**config.mk**
```make
export PLATFORM = sky130hd
export DESIGN_NAME = pipeline_stall_controller
export DESIGN_NICKNAME = d
export VERILOG_FILES = /design/src/rtl/pipeline_pkg.sv /design/src/rtl/load_use_detect.sv /design/src/rtl/pipeline_stall_controller.sv
export SDC_FILE = /design/constraint.sdc
export NUM_CORES = 1
export LEC_CHECK = 0
export BUFFER_PORTS_ARGS = -buffer_cell sky130_fd_sc_hd__buf_4
export CAP_MARGIN = 5
export CORE_ASPECT_RATIO = 0.5
export CORE_UTILIZATION = 45
export CTS_BUF_LIST = sky130_fd_sc_hd__clkbuf_16
export CTS_CLUSTER_SIZE = 24
export DETAILED_ROUTE_END_ITERATION = 6
export PLACE_DENSITY = 0.7
export REMOVE_ABC_BUFFERS = 1
export SLEW_MARGIN = 20
export SYNTH_ARGS = -nofsm -noshare
export SYNTH_HDL_FRONTEND = slang
export SYNTH_SLANG_ARGS = --single-unit
export TNS_END_PERCENT = 20
```
**constraint.sdc**
```tcl
create_clock -name Clk -period 3.55 [get_ports Clk]
set_clock_uncertainty 0.2 [all_clocks]
set_input_delay 0.355 -clock Clk [delete_from_list [all_inputs] [get_ports Clk]]
set_output_delay 0.355 -clock Clk [all_outputs]
set_load 0.02 [all_outputs]
```
**src/rtl/pipeline_pkg.sv**
```systemverilog
// Shared types and constants for the pipeline hazard/stall control slice.
package pipeline_pkg;

  localparam int unsigned PIPE_REG_ADDR_W = 5;

  // Architectural zero register: never a real dependency.
  localparam logic [PIPE_REG_ADDR_W-1:0] ZERO_REG = '0;

  typedef enum logic [1:0] {
    RUN        = 2'd0,
    MC_WAIT    = 2'd1,
    MC_RELEASE = 2'd2
  } stall_state_e;

  // Control bundle driven toward the PC and IF/ID / ID/EX registers.
  typedef struct packed {
    logic pc_write;
    logic ifid_write;
    logic idex_bubble;
    logic ifid_flush;
  } stall_ctrl_t;

  localparam stall_ctrl_t CTRL_NORMAL = stall_ctrl_t'(4'b1100);
  localparam stall_ctrl_t CTRL_STALL  = stall_ctrl_t'(4'b0010);
  localparam stall_ctrl_t CTRL_FLUSH  = stall_ctrl_t'(4'b1111);
  localparam stall_ctrl_t CTRL_RESET  = stall_ctrl_t'(4'b0011);

endpackage

```
**src/rtl/load_use_detect.sv**
```systemverilog
// Combinational load-use comparator; shared with the forwarding unit.
module load_use_detect
  import pipeline_pkg::*;
#(
  parameter int unsigned REG_ADDR_W = PIPE_REG_ADDR_W
) (
  input  logic                  MemRead,
  input  logic [REG_ADDR_W-1:0] LoadRt,
  input  logic [REG_ADDR_W-1:0] Rs,
  input  logic [REG_ADDR_W-1:0] Rt,
  input  logic                  UsesRt,
  output logic                  Hazard
);

  logic dest_live;
  logic rs_match;
  logic rt_match;

  // A load to r0 never creates a dependency; Rt only matters when it is read.
  always_comb begin
    dest_live = (LoadRt != REG_ADDR_W'(ZERO_REG));
    rs_match  = (LoadRt == Rs);
    rt_match  = UsesRt && (LoadRt == Rt);
    Hazard    = MemRead && dest_live && (rs_match || rt_match);
  end

endmodule

```
**src/rtl/pipeline_stall_controller.sv**
```systemverilog
// PC / IF/ID write-enable controller: load-use stalls, branch flushes,
// fixed-latency multi-cycle stalls, plus a saturating stall-cycle counter.
module pipeline_stall_controller
  import pipeline_pkg::*;
#(
  parameter int unsigned REG_ADDR_W = PIPE_REG_ADDR_W,
  parameter int unsigned MC_LATENCY = 4,
  parameter int unsigned CNT_W      = 3
) (
  input  logic                  Clk,
  input  logic                  Reset,
  input  logic                  IDEX_MemRead,
  input  logic [REG_ADDR_W-1:0] IDEX_Rt,
  input  logic [REG_ADDR_W-1:0] IFID_Rs,
  input  logic [REG_ADDR_W-1:0] IFID_Rt,
  input  logic                  IFID_UsesRt,
  input  logic                  EX_BranchTaken,
  input  logic                  ID_MultiStart,
  output logic                  PC_Write,
  output logic                  IFID_Write,
  output logic                  IDEX_Bubble,
  output logic                  IFID_Flush,
  output logic                  Busy,
  output logic [31:0]           StallCycles
);

  localparam logic [31:0] STALL_MAX = 32'hFFFF_FFFF;

  stall_state_e     state_q, state_d;
  logic [CNT_W-1:0] cnt_q, cnt_d;
  logic [31:0]      stall_cnt_q;
  stall_ctrl_t      ctrl;
  logic             lu_hazard;

  load_use_detect #(
    .REG_ADDR_W (REG_ADDR_W)
  ) u_lu (
    .MemRead (IDEX_MemRead),
    .LoadRt  (IDEX_Rt),
    .Rs      (IFID_Rs),
    .Rt      (IFID_Rt),
    .UsesRt  (IFID_UsesRt),
    .Hazard  (lu_hazard)
  );

  // State and multi-cycle down-counter registers.
  always_ff @(posedge Clk or posedge Reset) begin
    if (Reset) begin
      state_q <= RUN;
      cnt_q   <= '0;
    end else begin
      state_q <= state_d;
      cnt_q   <= cnt_d;
    end
  end

  // Next-state and Mealy control outputs; priority branch > multi-cycle > LU.
  always_comb begin
    state_d = state_q;
    cnt_d   = cnt_q;
    ctrl    = CTRL_NORMAL;
    if (Reset) begin
      ctrl = CTRL_RESET;
    end else begin
      case (state_q)
        RUN: begin
          if (EX_BranchTaken) begin
            ctrl = CTRL_FLUSH;
          end else if (ID_MultiStart) begin
            ctrl    = CTRL_STALL;
            cnt_d   = CNT_W'(MC_LATENCY - 1);
            state_d = MC_WAIT;
          end else if (lu_hazard) begin
            ctrl = CTRL_STALL;
          end
        end
        MC_WAIT: begin
          if (EX_BranchTaken) begin
            ctrl    = CTRL_FLUSH;
            cnt_d   = '0;
            state_d = RUN;
          end else begin
            ctrl = CTRL_STALL;
            if (cnt_q == CNT_W'(1)) begin
              state_d = MC_RELEASE;
            end else begin
              cnt_d = cnt_q - CNT_W'(1);
            end
          end
        end
        MC_RELEASE: begin
          // The finished multi-cycle op is still in ID, so its start flag is ignored.
          if (EX_BranchTaken) begin
            ctrl    = CTRL_FLUSH;
            state_d = RUN;
          end else if (lu_hazard) begin
            ctrl = CTRL_STALL;
          end else begin
            state_d = RUN;
          end
        end
        default: begin
          state_d = RUN;
          cnt_d   = '0;
        end
      endcase
    end
  end

  // Saturating count of cycles in which the PC did not advance.
  always_ff @(posedge Clk or posedge Reset) begin
    if (Reset) begin
      stall_cnt_q <= '0;
    end else if (!ctrl.pc_write && (stall_cnt_q != STALL_MAX)) begin
      stall_cnt_q <= stall_cnt_q + 32'd1;
    end
  end

  // Output mapping.
  always_comb begin
    PC_Write    = ctrl.pc_write;
    IFID_Write  = ctrl.ifid_write;
    IDEX_Bubble = ctrl.idex_bubble;
    IFID_Flush  = ctrl.ifid_flush;
    Busy        = (state_q != RUN);
    StallCycles = stall_cnt_q;
  end

endmodule

```
==> After elaboration in Yosys (flattened, before gate mapping) <==
Cells that the tools add are included.
{ "classes": {"n_addsub": 2, "n_mul": 0, "div": 0, "magnitude_cmp": 0, "eq_ne": 11, "n_shift": 0, "n_mux": 19, "bitwise": 2, "reduce_logical": 11} }
{ "ops": {"columns": ["operator", "count"], "rows": [
  ["32-bit by 1-bit adder with 32-bit output (second input constant)", 1],
  ["32-bit != test (second input constant)", 1],
  ["4-bit 2-to-1 mux", 6],
  ["2-bit 2-to-1 mux", 6],
  ["3-bit 2-to-1 mux", 4],
  ["4-bit case mux with 3 select lines", 1],
  ["5-bit equality test", 2],
  ["5-bit AND reduction", 2],
  ["3-bit != test (second input constant)", 3],
  ["3-bit case mux with 3 select lines", 1],
  ["2-bit case mux with 3 select lines", 1],
  ["5-bit nonzero test", 1],
  ["1-bit logical AND", 4],
  ["2-bit != test (second input constant)", 2],
  ["3-bit by 1-bit equality test with 1-bit output (second input constant)", 1],
  ["3-bit by 1-bit subtractor with 3-bit output (second input constant)", 1],
  ["2-bit by 1-bit equality test with 1-bit output (second input constant)", 1],
  ["2-bit equality test (second input constant)", 1],
  ["2-bit logical NOT", 1],
  ["1-bit inverter", 2],
  ["2-bit nonzero test", 1],
  ["1-bit logical NOT", 1],
  ["1-bit logical OR", 1]
]} }
{ "word_totals": {"register_bits": 37, "latch_bits": 0, "mem_bits_rw": 0, "rom_bits": 0, "out_inout_bits": 37, "wordCells": 48, "n_memories": 0} }

==> Logic depth before layout (Yosys ltp) <==
{ "depth": {"depth_word": 11, "mapped_depth": 8, "depth_no_buf": 8} }

==> By module <==
A second synthesis with hierarchy kept.
{ "unflattened": {"cells_unflattened": 205, "hier_area_um2": 2047.0} }
{ "by_module_without_submodules": {"columns": ["mod", "n_inst", "cells_per_inst", "area_each_um2"], "rows": [
  ["pipeline_stall_controller", 1, 188, 1914.3],
  ["load_use_detect", 1, 17, 132.6]
]} }

==> Worst setup path before layout <==
No wires, ideal clock.
{ "synth_path": {"path_kind": "input port to output port", "startpoint": "input port IDEX_Rt[0]", "endpoint": "output port PC_Write", "t_arrival_ns": 1.784, "slack_ns": 1.211, "stages": 7, "n_path_buf": 2, "cell_sequence": "or4_1 > o21ai_0 > or3_1 > o21ai_1 > buf_2 > inv_1 > buf_4"} }
{ "synth_between": {"elab_chain_len": 9, "elab_cells_between_ends": 13, "classes_between": "eq/ne (2); mux (6); reduce/logical (5)"} }
{ "synth_rtl": {"columns": ["item", "line", "rtl"], "rows": [
  ["start: declaration", "pipeline_stall_controller.sv:13", "input logic [REG_ADDR_W-1:0] IDEX_Rt,"],
  ["5-bit equality test", "load_use_detect.sv:23", "rt_match = UsesRt && (LoadRt == Rt);"],
  ["1-bit logical AND", "load_use_detect.sv:23", null],
  ["1-bit logical OR", "load_use_detect.sv:24", "Hazard = MemRead && dest_live && (rs_match || rt_match);"],
  ["1-bit logical AND *", "load_use_detect.sv:24", null],
  ["4-bit 2-to-1 mux *", "pipeline_stall_controller.sv:73, pipeline_stall_controller.sv:96", null],
  ["4-bit 2-to-1 mux", "pipeline_stall_controller.sv:69", "end else if (ID_MultiStart) begin"],
  ["4-bit 2-to-1 mux", "pipeline_stall_controller.sv:67", "if (EX_BranchTaken) begin"],
  ["4-bit case mux with 3 select lines *", "pipeline_stall_controller.sv:65", "case (state_q)"],
  ["4-bit 2-to-1 mux *", "pipeline_stall_controller.sv:62", "if (Reset) begin"],
  ["end: declaration", "pipeline_stall_controller.sv:19", "output logic PC_Write,"]
]} }
Every way passes the cells marked *; elsewhere a longest branch is shown, timed or not.

==> Worst setup path in the final report <==
{ "layout_path": {"startpoint": "input port IDEX_Rt[0]", "endpoint": "output port IFID_Write"} }
{ "layout_between": {"elab_chain_len": 9, "elab_cells_between_ends": 13, "classes_between": "eq/ne (2); mux (6); reduce/logical (5)"} }
{ "layout_rtl": {"columns": ["item", "line", "rtl"], "rows": [
  ["5-bit equality test", "load_use_detect.sv:23", null],
  ["1-bit logical AND", "load_use_detect.sv:23", null],
  ["1-bit logical OR", "load_use_detect.sv:24", null],
  ["1-bit logical AND *", "load_use_detect.sv:24", null],
  ["4-bit 2-to-1 mux *", "pipeline_stall_controller.sv:73, pipeline_stall_controller.sv:96", null],
  ["4-bit 2-to-1 mux", "pipeline_stall_controller.sv:69", null],
  ["4-bit 2-to-1 mux", "pipeline_stall_controller.sv:67", null],
  ["4-bit case mux with 3 select lines *", "pipeline_stall_controller.sv:65", null],
  ["4-bit 2-to-1 mux *", "pipeline_stall_controller.sv:62", null],
  ["end: declaration", "pipeline_stall_controller.sv:20", "output logic IFID_Write,"]
]} }
Marks and branches as above.

==> flow_summary.toml <==
[outcome]
status = "finished, final reports clean"

[placement]
port_buffers = 57
post-dp-hpwl_mm = 3.17
globalplace.congestion = 0.761

[sta]
tightest_slew_ns = 0.738
setup_violations = 0
period_minus_slack_ns = 2.51
setup-tns-final_ns = 0
slew-limit-headroom = 0.505
hold_viol = 0
fin_crit_sh = 0.706
rsz0062_at_grt = "no"
number_of_pins_exceeding_their_max_slew_limit_in_the_final_report = 0
achievable-frequency_ghz = 0.399
hold_slack_ns = 0.0465

[floorplan]
dieHeight_um = 50.3
dieWidth_um = 98.5
core-area_mm2 = 0.00442
initial_utilization = 0.474
design.die.area_mm2 = 0.00495
std_cell_rows = 17
ports_placed_on_the_boundary = 58

[routing]
dr_total_vias = 1740
remaining_drc_errors = 0
first_pass_iters = 6
drt-wirelength-per-cell_um = 13.8
postRouteWirelength_mm = 4.44
detail_route.vias_per_cell = 5.40
detail_route.iter0.violations = 84
drtAntennaViolNets = 0

[critical_path]
critPathSlowestCell = "sky130_fd_sc_hd__or4_1"
cp-start-kind = "input port"
critical_path.reg2reg.startpoint = "StallCycles[12]"
critical_path.endpoint_type = "output pin"
critical-path-top-delay-family = "simple AND/OR/NAND/NOR gates"
timing.critical_path.cells = "buf_4, or4_1, o21ai_0, or3_1, o21ai_2, buf_4, inv_1, buf_4"
criticalPathCategory = "in -> out"
timing.critical_path.slowest_cell_delay_ns = 0.52
critical_path_peak_fanout = 32
critical_path_buf_inv_count = 4
crit_top_cell = "sky130_fd_sc_hd__buf_4"
critPathRequiredTime_ns = 2.99
cp.arrival_ns = 1.95
crit_start = "IDEX_Rt[0]"

[grt]
gr-usage-met2 = 0.324
grt.met3_usage = 0.0432
number_of_global_route_vias_before_repair = 1660
globalRouteMet1Util = 0.253
antenna_found_initial = 0
grt_most_used_layer = "met2"
grt_usage = 0.195
grt_start_max_net_pins = 40
residual_overflow_from_global_routing = 0
wire_length_of_the_first_global_routing_pass_mm = 7.56

[synthesis]
synth_top_area_cell = "sky130_fd_sc_hd__dfrtp_1"
synth_seq_cells = 37
dominant_combinational_cell_family_by_area_after_synthesis = "simple AND/OR/NAND/NOR gates"
synthesis.yosys.warnings = 0
netlist_instances = 204
synth_edf_count = 0
synth.top_cells.by_area = "sky130_fd_sc_hd__dfrtp_1 44%, sky130_fd_sc_hd__xnor2_1 13%, sky130_fd_sc_hd__nand4_1 5.1%, sky130_fd_sc_hd__nand3_2 3.8%, sky130_fd_sc_hd__xor2_1 3.8%"
synth_largest_type_area_fraction = 0.442
sequential_fraction_of_the_synthesis_area = 0.442
post_synthesis_share_of_cell_area_spent_on_and_or_nand_and_nor_gates = 0.272
synth_area_per_cell_um2 = 10.3
synth.cell_area_mm2 = 0.00210
portion_of_netlist_area_occupied_by_mux_cells = 0.0107
synth_top_flop_cell = "sky130_fd_sc_hd__dfrtp_1"
synth_compound_gate_area_share = 0.0543
synth-async-reset-ratio = 1.00
post_synthesis_share_of_cell_area_spent_on_xor_and_xnor_gates = 0.171
synthDistinctLibCells = 40
adder_cell_share_of_the_synthesized_area = 0.0179

[run]
timing.max_cap.violations = 0

[power]
pwr_density_cell_mw_per_mm2 = 491
vdd_ir_drop_max_v = 0.000235
power.static_leakage_uw = 0.00121

[clocking]
path_clk_slew_ns = 0.06
postCtsHoldBufs = 0
clk-insertion-delay-late_ns = 0.28
cts_setup_buffers = 0
htreeDepth = 2
clock_tree_from_tritoncts = "yes"
cts_root_buffer = "sky130_fd_sc_hd__clkbuf_16"
cts-buffers-inserted = 5
tritoncts_num_sinks = 37
cts.path.max_buffers = 2
post_cts.resized_instances = 0

[cells_and_area]
synthToLayoutAreaGrowth_pct = 29.3
most_frequent_cells_in_the_layout = "60 x sky130_fd_sc_hd__buf_4, 37 x sky130_fd_sc_hd__dfrtp_1, 32 x sky130_fd_sc_hd__xnor2_1"
final_layout_size_suffix_gt1_frac = 0.328
mostFrequentLayoutCell = "sky130_fd_sc_hd__buf_4"
fin_nets = 288
insertedDiodeCount = 0
fillCellCount = 397

[min_path]
worst_hold_path_type = "in -> async"
tightest hold or removal path: stages:
cell	delay, ns
sky130_fd_sc_hd__buf_4	0.13
sky130_fd_sc_hd__inv_1	0.06
sky130_fd_sc_hd__buf_4	0.42
report_power, final:
group / internal, uW / leakage (uW) / switching [uW]
combinational: 168 / 0.000641 / 188
sequential: 480 / 0.000498 / 70.7
clock: 254 / 0.0000687 / 170
total: 902 / 0.00121 / 429
area by class of cell:
class / instances / area, um^2 / share of cell area
Tap cell: 57 / 71.3 / 0.0263
Multi-Input combinational cell: 155 / 1110 / 0.408
Clock inverter: 3 / 12.5 / 0.00462
Timing Repair Buffer: 60 / 450 / 0.166
Sequential cell: 37 / 926 / 0.342
Inverter: 5 / 18.8 / 0.00693
Clock buffer: 5 / 125 / 0.0462
stage by stage:
stage / setup slack [ns] / cells / cell area, um^2 / total power, uW / utilization
floorplan: 0.183 / 197 / 2050 / 767 / -
global placement: 1.12 / 314 / 2570 / 899 / 0.581
detailed placement: 1.05 / 314 / 2570 / 916 / 0.581
CTS: 1.04 / 322 / 2710 / 1340 / 0.613
global route: 0.931 / 322 / 2710 / 1400 / 0.613
finish: 1.04 / 322 / 2710 / 1330 / 0.613
cell usage after synthesis (all sizes together) (3+ instances only):
| library cell | n |
|---|---|
| o21ai | 10 |
| nand4 | 18 |
| dfrtp | 37 |
| and3 | 13 |
| buf | 6 |
| nor3 | 4 |
| inv | 5 |
| ha | 3 |
| nand3 | 16 |
| or2 | 3 |
| xnor2 | 32 |
| nor2 | 12 |
| xor2 | 9 |
| nor4 | 3 |
| nand2 | 12 |
state kept, by name, summed over array words and instances (netlist names):
name and flops:
StallCycles 32, cnt_q 3, state_q 2
path summary, 6_finish.rpt:
| kind | endpoint | slack (ns) | cells after the start |
|---|---|---|---|
| min | StallCycles[18] | 0.05 | 3 |
| max reg2reg | StallCycles[1] | 1.10 | 6 |
| max | IFID_Write | 1.04 | 8 |
| min reg2reg | StallCycles[8] | 0.29 | 1 |
| min in group Clk | state_q[0] | 0.17 | 2 |
| max in group asynchronous | StallCycles[12] | 2.76 | 3 |
cells by family after synthesis:
family | Yosys count
buf+inv | 12
fa+ha+maj | 3
mux | 2
flops | 37
compound gates | 18
simple gates | 91
xor+xnor | 41
metal layers:
metal / wire length (um) / part of all wire
met5: 0 / 0
met1: 2130 / 0.48
met2: 2090 / 0.47
met4: 50 / 0.011
met3: 169 / 0.038
(Power assumes the default switching activity.)
